## src/rtl/adau_spi_master.sv

```systemverilog
// SPI mode-0 serial back end for the ADAU codec control port.
// One 32-bit command per chip-select frame; read commands return the final MISO byte.
module adau_spi_master #(
    parameter int unsigned CLK_DIV = 4,
    parameter int unsigned CS_GAP  = 4
) (
    input  logic        clk,
    input  logic        reset,
    input  logic [31:0] command,
    input  logic        command_valid,
    output logic        spi_ready,
    output logic        spi_sclk,
    output logic        spi_mosi,
    output logic        spi_cs_n,
    input  logic        spi_miso,
    output logic [7:0]  read_data,
    output logic        read_valid
);

    localparam int unsigned PH_W  = $clog2(2 * CLK_DIV);
    localparam int unsigned GAP_W = $clog2(CS_GAP);
    localparam int unsigned CNT_W = (PH_W > GAP_W) ? PH_W : GAP_W;

    localparam logic [CNT_W-1:0] HALF_END = CNT_W'(CLK_DIV - 1);
    localparam logic [CNT_W-1:0] BIT_END  = CNT_W'(2 * CLK_DIV - 1);
    localparam logic [CNT_W-1:0] GAP_END  = CNT_W'(CS_GAP - 1);

    typedef enum logic [1:0] {
        S_IDLE,
        S_SHIFT,
        S_HOLD,
        S_GAP
    } state_e;

    state_e           state_q, state_d;
    logic [CNT_W-1:0] cnt_q, cnt_d;
    logic [4:0]       bit_q, bit_d;
    logic [31:0]      shreg_q, shreg_d;
    logic             rd_q, rd_d;
    logic [7:0]       rx_q, rx_d;
    logic             ready_q, ready_d;
    logic             sclk_q, sclk_d;
    logic             cs_n_q, cs_n_d;
    logic [7:0]       rdata_q, rdata_d;
    logic             rvalid_q, rvalid_d;

    // State and output registers
    always_ff @(posedge clk or negedge reset) begin
        if (!reset) begin
            state_q  <= S_IDLE;
            cnt_q    <= '0;
            bit_q    <= '0;
            shreg_q  <= '0;
            rd_q     <= 1'b0;
            rx_q     <= '0;
            ready_q  <= 1'b1;
            sclk_q   <= 1'b0;
            cs_n_q   <= 1'b1;
            rdata_q  <= '0;
            rvalid_q <= 1'b0;
        end else begin
            state_q  <= state_d;
            cnt_q    <= cnt_d;
            bit_q    <= bit_d;
            shreg_q  <= shreg_d;
            rd_q     <= rd_d;
            rx_q     <= rx_d;
            ready_q  <= ready_d;
            sclk_q   <= sclk_d;
            cs_n_q   <= cs_n_d;
            rdata_q  <= rdata_d;
            rvalid_q <= rvalid_d;
        end
    end

    // Next-state and next-output logic
    always_comb begin
        state_d  = state_q;
        cnt_d    = cnt_q;
        bit_d    = bit_q;
        shreg_d  = shreg_q;
        rd_d     = rd_q;
        rx_d     = rx_q;
        ready_d  = ready_q;
        sclk_d   = sclk_q;
        cs_n_d   = cs_n_q;
        rdata_d  = rdata_q;
        rvalid_d = 1'b0;

        unique case (state_q)
            S_IDLE: begin
                if (command_valid && ready_q) begin
                    state_d = S_SHIFT;
                    shreg_d = command;
                    rd_d    = command[24];
                    cnt_d   = '0;
                    bit_d   = '0;
                    cs_n_d  = 1'b0;
                    ready_d = 1'b0;
                end
            end
            S_SHIFT: begin
                cnt_d = cnt_q + CNT_W'(1);
                if (cnt_q == HALF_END) begin
                    sclk_d = 1'b1;
                    rx_d   = {rx_q[6:0], spi_miso};
                end else if (cnt_q == BIT_END) begin
                    // Falling edge: MOSI (shreg MSB) advances; all-zero after the last bit
                    sclk_d  = 1'b0;
                    cnt_d   = '0;
                    shreg_d = {shreg_q[30:0], 1'b0};
                    bit_d   = bit_q + 5'd1;
                    if (bit_q == 5'd31) begin
                        state_d = S_HOLD;
                    end
                end
            end
            S_HOLD: begin
                cnt_d = cnt_q + CNT_W'(1);
                if (cnt_q == HALF_END) begin
                    state_d = S_GAP;
                    cnt_d   = '0;
                    cs_n_d  = 1'b1;
                    if (rd_q) begin
                        rdata_d  = rx_q;
                        rvalid_d = 1'b1;
                    end
                end
            end
            S_GAP: begin
                cnt_d = cnt_q + CNT_W'(1);
                if (cnt_q == GAP_END) begin
                    state_d = S_IDLE;
                    cnt_d   = '0;
                    ready_d = 1'b1;
                end
            end
            default: begin
                state_d = S_IDLE;
            end
        endcase
    end

    assign spi_ready  = ready_q;
    assign spi_sclk   = sclk_q;
    assign spi_mosi   = shreg_q[31];
    assign spi_cs_n   = cs_n_q;
    assign read_data  = rdata_q;
    assign read_valid = rvalid_q;

endmodule
```

## config.mk

```make
export PLATFORM = sky130hd
export DESIGN_NAME = adau_spi_master
export DESIGN_NICKNAME = d
export VERILOG_FILES = /design/src/rtl/adau_spi_master.sv
export SDC_FILE = /design/constraint.sdc
export NUM_CORES = 1
export LEC_CHECK = 0
export ABC_AREA = 1
export BUFFER_PORTS_ARGS = -buffer_cell sky130_fd_sc_hd__buf_2
export CORE_AREA = 5 5 73 125
export CTS_CLUSTER_DIAMETER = 30
export CTS_CLUSTER_SIZE = 40
export DETAILED_ROUTE_END_ITERATION = 8
export DIE_AREA = 0 0 78 130
export PLACE_DENSITY = 0.66
export SLEW_MARGIN = 10
export SYNTH_ARGS = -nofsm -noshare
export SYNTH_HDL_FRONTEND = slang
export SYNTH_SLANG_ARGS = --single-unit
```

## constraint.sdc

```tcl
create_clock -name clk -period 4.2 [get_ports clk]
set_input_delay 0.42 -clock clk [delete_from_list [all_inputs] [get_ports clk]]
set_output_delay 0.42 -clock clk [all_outputs]
set_load 0.03 [all_outputs]
```

* Word level (Yosys, flattened, before mapping)
Cells that the tools add are included.
** Storage, ports and cells
- Register bits :: 63
- Output and inout bits :: 13
- Logic and storage cells :: 69
** Cells by class
- Equal/unequal tests :: 12
- Multiplexer cells :: 29
- Reductions and logical operators :: 15
- $add $sub $neg :: 2
** Operators with widths (number)
- 32-bit 2-to-1 mux :: 3
- 32-bit case mux with 2 select lines :: 1
- 5-bit 2-to-1 mux :: 3
- 2-bit 2-to-1 mux :: 6
- 3-bit 2-to-1 mux :: 4
- 2-bit inequality test (second input constant) :: 6
- 5-bit case mux with 2 select lines :: 1
- 3-bit case mux with 3 select lines :: 1
- 3-bit AND reduction :: 3
- 2-bit case mux with 4 select lines :: 1
- 2-bit nonzero test :: 4
- 1-bit 2-to-1 mux :: 7
- 2-bit AND reduction :: 3
- 6-bit AND reduction :: 1
- 5-bit by 1-bit adder with 5-bit output (second input constant) :: 1
- 5-bit equality test (second input constant) :: 1
- 2-bit equality test (second input constant) :: 2
- 1-bit case mux with 2 select lines :: 2
- 4-bit AND reduction :: 1
- 3-bit by 1-bit adder with 3-bit output (second input constant) :: 1
- 3-bit by 2-bit equality test with 1-bit output (second input constant) :: 1
- 3-bit equality test (second input constant) :: 1
- 2-bit by 1-bit equality test with 1-bit output (second input constant) :: 1
- 2-bit zero test :: 1
- 2 further kinds :: 2

* Depth between registers and ports, before layout
- Depth in word-level cells :: 5
- Depth in mapped cells :: 10
- Gate-level depth less buffers :: 9

* Worst setup path after synthesis
OpenSTA, ideal clock, no wires.
- Path kind :: reg2reg
- From :: register cnt_q[0]
- To :: register shreg_q[13]
- Arrival :: 1.467 ns
- Path slack :: 2.609 ns
- Cell stages (with the launch flop) :: 11
- Library setup time :: 0.123 ns
- Cells stage by stage :: dfrtp_1 > ha_1 > ha_1 > inv_1 > nand2_1 > nand2_1 > nand2_1 > buf_6 > buf_6 > nand2_2 > o21ai_2
** On the way
- Word-level cells in the longest chain between the ends :: 3
- Elaborated cells between the ends (all ways) :: 5
- Classes of those cells :: 4 x eq/ne; 1 x reduce/logical
** RTL lines
- start: declaration :: line 36 : logic [CNT_W-1:0] cnt_q, cnt_d;
- start signal: assignment :: line 63 : cnt_q <= cnt_d;
- 3-bit equality test or 3-bit by 2-bit equality test with 1-bit output (tied branches) :: line 107, 104
- 2-bit inequality test (no line)
- 4-bit AND reduction (no line) (*)
- end signal: assignment :: line 65 : shreg_q <= shreg_d;
- end: declaration :: line 38 : logic [31:0] shreg_q, shreg_d;
Mark *: on every way between the ends. The rest lies on a longest branch, timed or not.
A chain may end at the register's enable or synchronous reset.

* Worst setup path in the final report
- From :: register state_q[1]
- To :: register shreg_q[11]
** On the way
- Word-level cells in the longest chain between the ends :: 3
- Elaborated cells between the ends (all ways) :: 8
- Classes of those cells :: 4 x eq/ne; 1 x mux; 3 x reduce/logical
** RTL lines
- start: declaration :: line 35 : state_e state_q, state_d;
- start signal: assignment :: line 62 : state_q <= state_d;
- 2-bit by 1-bit equality test with 1-bit output or 2-bit zero test (tied branches) :: line 90 : unique case (state_q)
- 2-bit inequality test (no line) or 2-bit nonzero test (tied branches)
- 4-bit AND reduction (no line)
Several ways; a longest one is shown, not always the timed one.

==> impl_metrics.csv <==
group,metric,value,unit
placed_design,port_buffers,48,
min_path,hp-class,"in2async",
sta,fmax,428,MHz
setup_path,rr_startpoint,"state_q[1]",
synthesis,synth_common_cells,"70 x nand2_1, 61 x dfrtp_1, 52 x o21ai_0",
sta,timing.setup.tns,0,ps
setup_path,r2r_cells,7,
sta,finalSetupViolCount,0,
sta,fin_crit_sh,55.7,%
routing,route.detailed.drc,0,
pwr,powerDensity,378,nW/µm²
flow_run,cap_violations,0,
routing,via_per_inst,4.96,
routing,initialDrtViolationCount,117,
cts,cts_resized,0,
pwr,power.share.clock,52.3,%
setup_path,end_kind,"register",
sta,max_slew.worst_pin.slew,929,ps
synthesis,synth_most_common_cell,"nand2_1",
placed_design,gp_congestion,0.775,
placed_design,hpwlAfterDp,4270,µm
synthesis,ys.flop_type,"dfrtp_1",
floorplan,fp.dieArea,10100,µm²
pwr,p_sw,0.276,mW
cts,cts_hold_buf,0,
cts,postCtsSetupBuffers,0,
cts,cts_tree,"built",
routing,first_pass_iters,5,
setup_path,r2r_end,"shreg_q[11]",
cts,clkTransAtPathRegs,50,ps
sta,finalHoldViolCount,0,
synthesis,synth.distinct_cells,21,
sta,period_minus_slack,2340,ps
floorplan,rows,43,
setup_path,r2r_slack,1860,ps
synthesis,synth_cells,337,
setup_path,critPathRequiredTime,4430,ps
synthesis,synth_top_area_share,49.1,%
global_routing,grt_pass1_wl,10800,µm
global_routing,grt_max_degree,75,
cells_and_area,register_area,1580,µm²
cts,clock-sinks,63,
global_routing,grtUsageTotal,13.4,%
cts,clk_latency,320,ps
setup_path,path_max_fanout,74,
cells_and_area,area_delta_synth_final,17.5,%
routing,vias,2360,
pwr,p_leak,1.81,nW
pwr,p_total,1.38,mW
cts,clockBufferDepth,2,
synthesis,yosys-top-cells-area,"dfrtp_1 49%, nand2_1 8.5%, o21ai_0 8.4%, o21ai_2 7.3%, or2_2 6.6%",
cells_and_area,nets,427,
cells_and_area,layout-drive-gt1-share,36.8,%
setup_path,crit_path_start,"state_q[1]",
pwr,combPwrFrac,3.7,%
synthesis,synth_seq_area_share,50.8,%
floorplan,io_pins,49,
routing,wl_per_cell,13.1,µm
global_routing,grt_overflow,0,
setup_path,crit_type,"reg2reg",
floorplan,initial_utilization,39.3,%
setup_path,crit_end,"shreg_q[11]",
global_routing,grt_pass1_vias,2467,
sta,drv_slew,0,
pwr,swShare,20.0,%
synthesis,synth-seq-cells,63,
cells_and_area,antennaDiodeCount,0,
routing,wl,6220,µm
cts,cts_root_buf,"clkbuf_16",
pwr,irDropWorstVdd,0.000227,V
global_routing,grt_antenna_before_repair,0,
cells_and_area,fill_cells,770,
synthesis,syn-cell-area,3110,µm²
synthesis,yosysWarnings,0,
floorplan,coreArea,7910,µm²
synthesis,postSynthAreaPerCell,9.22,µm²
cts,cts-buffers-inserted,9,
sta,rsz0062_at_grt,"no",
cts,cts_htree_levels,3,
setup_path,worstPathArrival,2570,ps
pwr,internal_power,1.10,mW
synthesis,synth_edf_count,0,
cells_and_area,multi_input_area,1330,µm²
floorplan,die_h,130,µm
synthesis,synthArstFlopShare,100,%
floorplan,die_x,78,µm
synthesis,yosysTopAreaCell,"dfrtp_1",
run_status,status,"complete, no violations",
sta,fin_skew,7.04,ps
sta,slew_headroom,38.0,%
pwr,seqPwrFrac,44.1,%
routing,drtAntennaViolNets,0,
setup_path,critPathLaunchType,"register",
synthesis,synth_fp_nets,383,
[worst max-delay path: stages, from the launching register on]
cell and delay (ps):
dfrtp_1 390, inv_1 80, ha_1 200, inv_2 390
o21ai_1 200, nand2_4 690, nand2_1 160, o21ai_2 90
[layout by cell type, fill, tap and decap left out]
cell and instances:
o21ai_1 12, bufinv_16 1, or2_2 33, nand4_1 1
nand2_2 14, inv_2 1, dfstp_2 2, buf_4 2
clkbuf_16 9, o21ai_0 52, nor2_1 5, a21oi_1 3
o21ai_2 26, inv_1 20, buf_2 48, clkbuf_8 1
clkinv_2 3, nand2_1 69, dfrtp_1 61, ha_1 10
nand3_1 8, nand2_4 1, clkbuf_1 2, o22ai_1 1
nand3_2 1
[cells by family (layout without fill, tap and decap cells)]
| logic type | Yosys count | after routing | synth area share [%] |
|---|---|---|---|
| flops | 63 | 63 | 50.8 |
| simple gates | 132 | 132 | 20.3 |
| buf+inv | 38 | 87 | 6.48 |
| compound gates | 94 | 94 | 18.3 |
| fa+ha+maj | 10 | 10 | 4.03 |
[registers in the layout (all words and copies together), names as in the netlist]
signal,flops
rd_q,1
shreg_q,32
read_valid,1
rx_q,8
cnt_q,3
bit_q,5
spi_cs_n,1
state_q,2
spi_ready,1
read_data,8
spi_sclk,1
[per-stage QoR]
step | hold slack (ps) | setup slack (ps) | utilization, % | std cells | instance area, µm²
floorplan | 124 | 2610 | - | 337 | 3110
global placement | 461 | 1980 | 42.5 | 460 | 3360
detailed placement | 468 | 1880 | 42.5 | 460 | 3360
CTS | 144 | 1860 | 46.2 | 476 | 3650
global route | 177 | 1560 | 46.2 | 476 | 3650
finish | 127 | 1860 | 46.2 | 476 | 3650
[routing by layer]
metal  vias to the layer above  GRT usage, %  wire length, µm  part of all wire, %
met5                         -             0                0                    0
met1                      1117          14.4             2500                   40
li1                       1188             -                -                    -
met3                        10          4.56              362                  5.8
met4                         0          7.96              155                  2.5
met2                        45          22.5             3200                   51
[worst min path at each step]
stage,startpoint,end
floorplan,reset,bit_q[0]
global placement,shreg_q[10],shreg_q[10]
detailed placement,shreg_q[29],shreg_q[29]
CTS,reset,rx_q[7]
global route,reset,read_data[5]
finish,reset,read_data[5]
[final cells by class]
class / count / share of cell area [%]
clock buffer: 12 / 6.75
clock inverter: 4 / 1.23
inverter: 21 / 2.16
multi-input combinational: 236 / 36.5
sequential: 63 / 43.2
tap: 90 / 3.08
timing repair buffer: 50 / 6.99
[power groups by stage]
stage	Combinational, mW	Sequential [mW]	Clock (mW)
final	0.0506	0.609	0.722
after global routing	0.0592	0.608	0.763
after floorplan	0.0205	0.619	0
after detailed placement	0.0522	0.619	0
after global placement	0.0518	0.619	0
after CTS	0.0525	0.608	0.739
No activity file was read; power rests on OpenSTA's default activity.
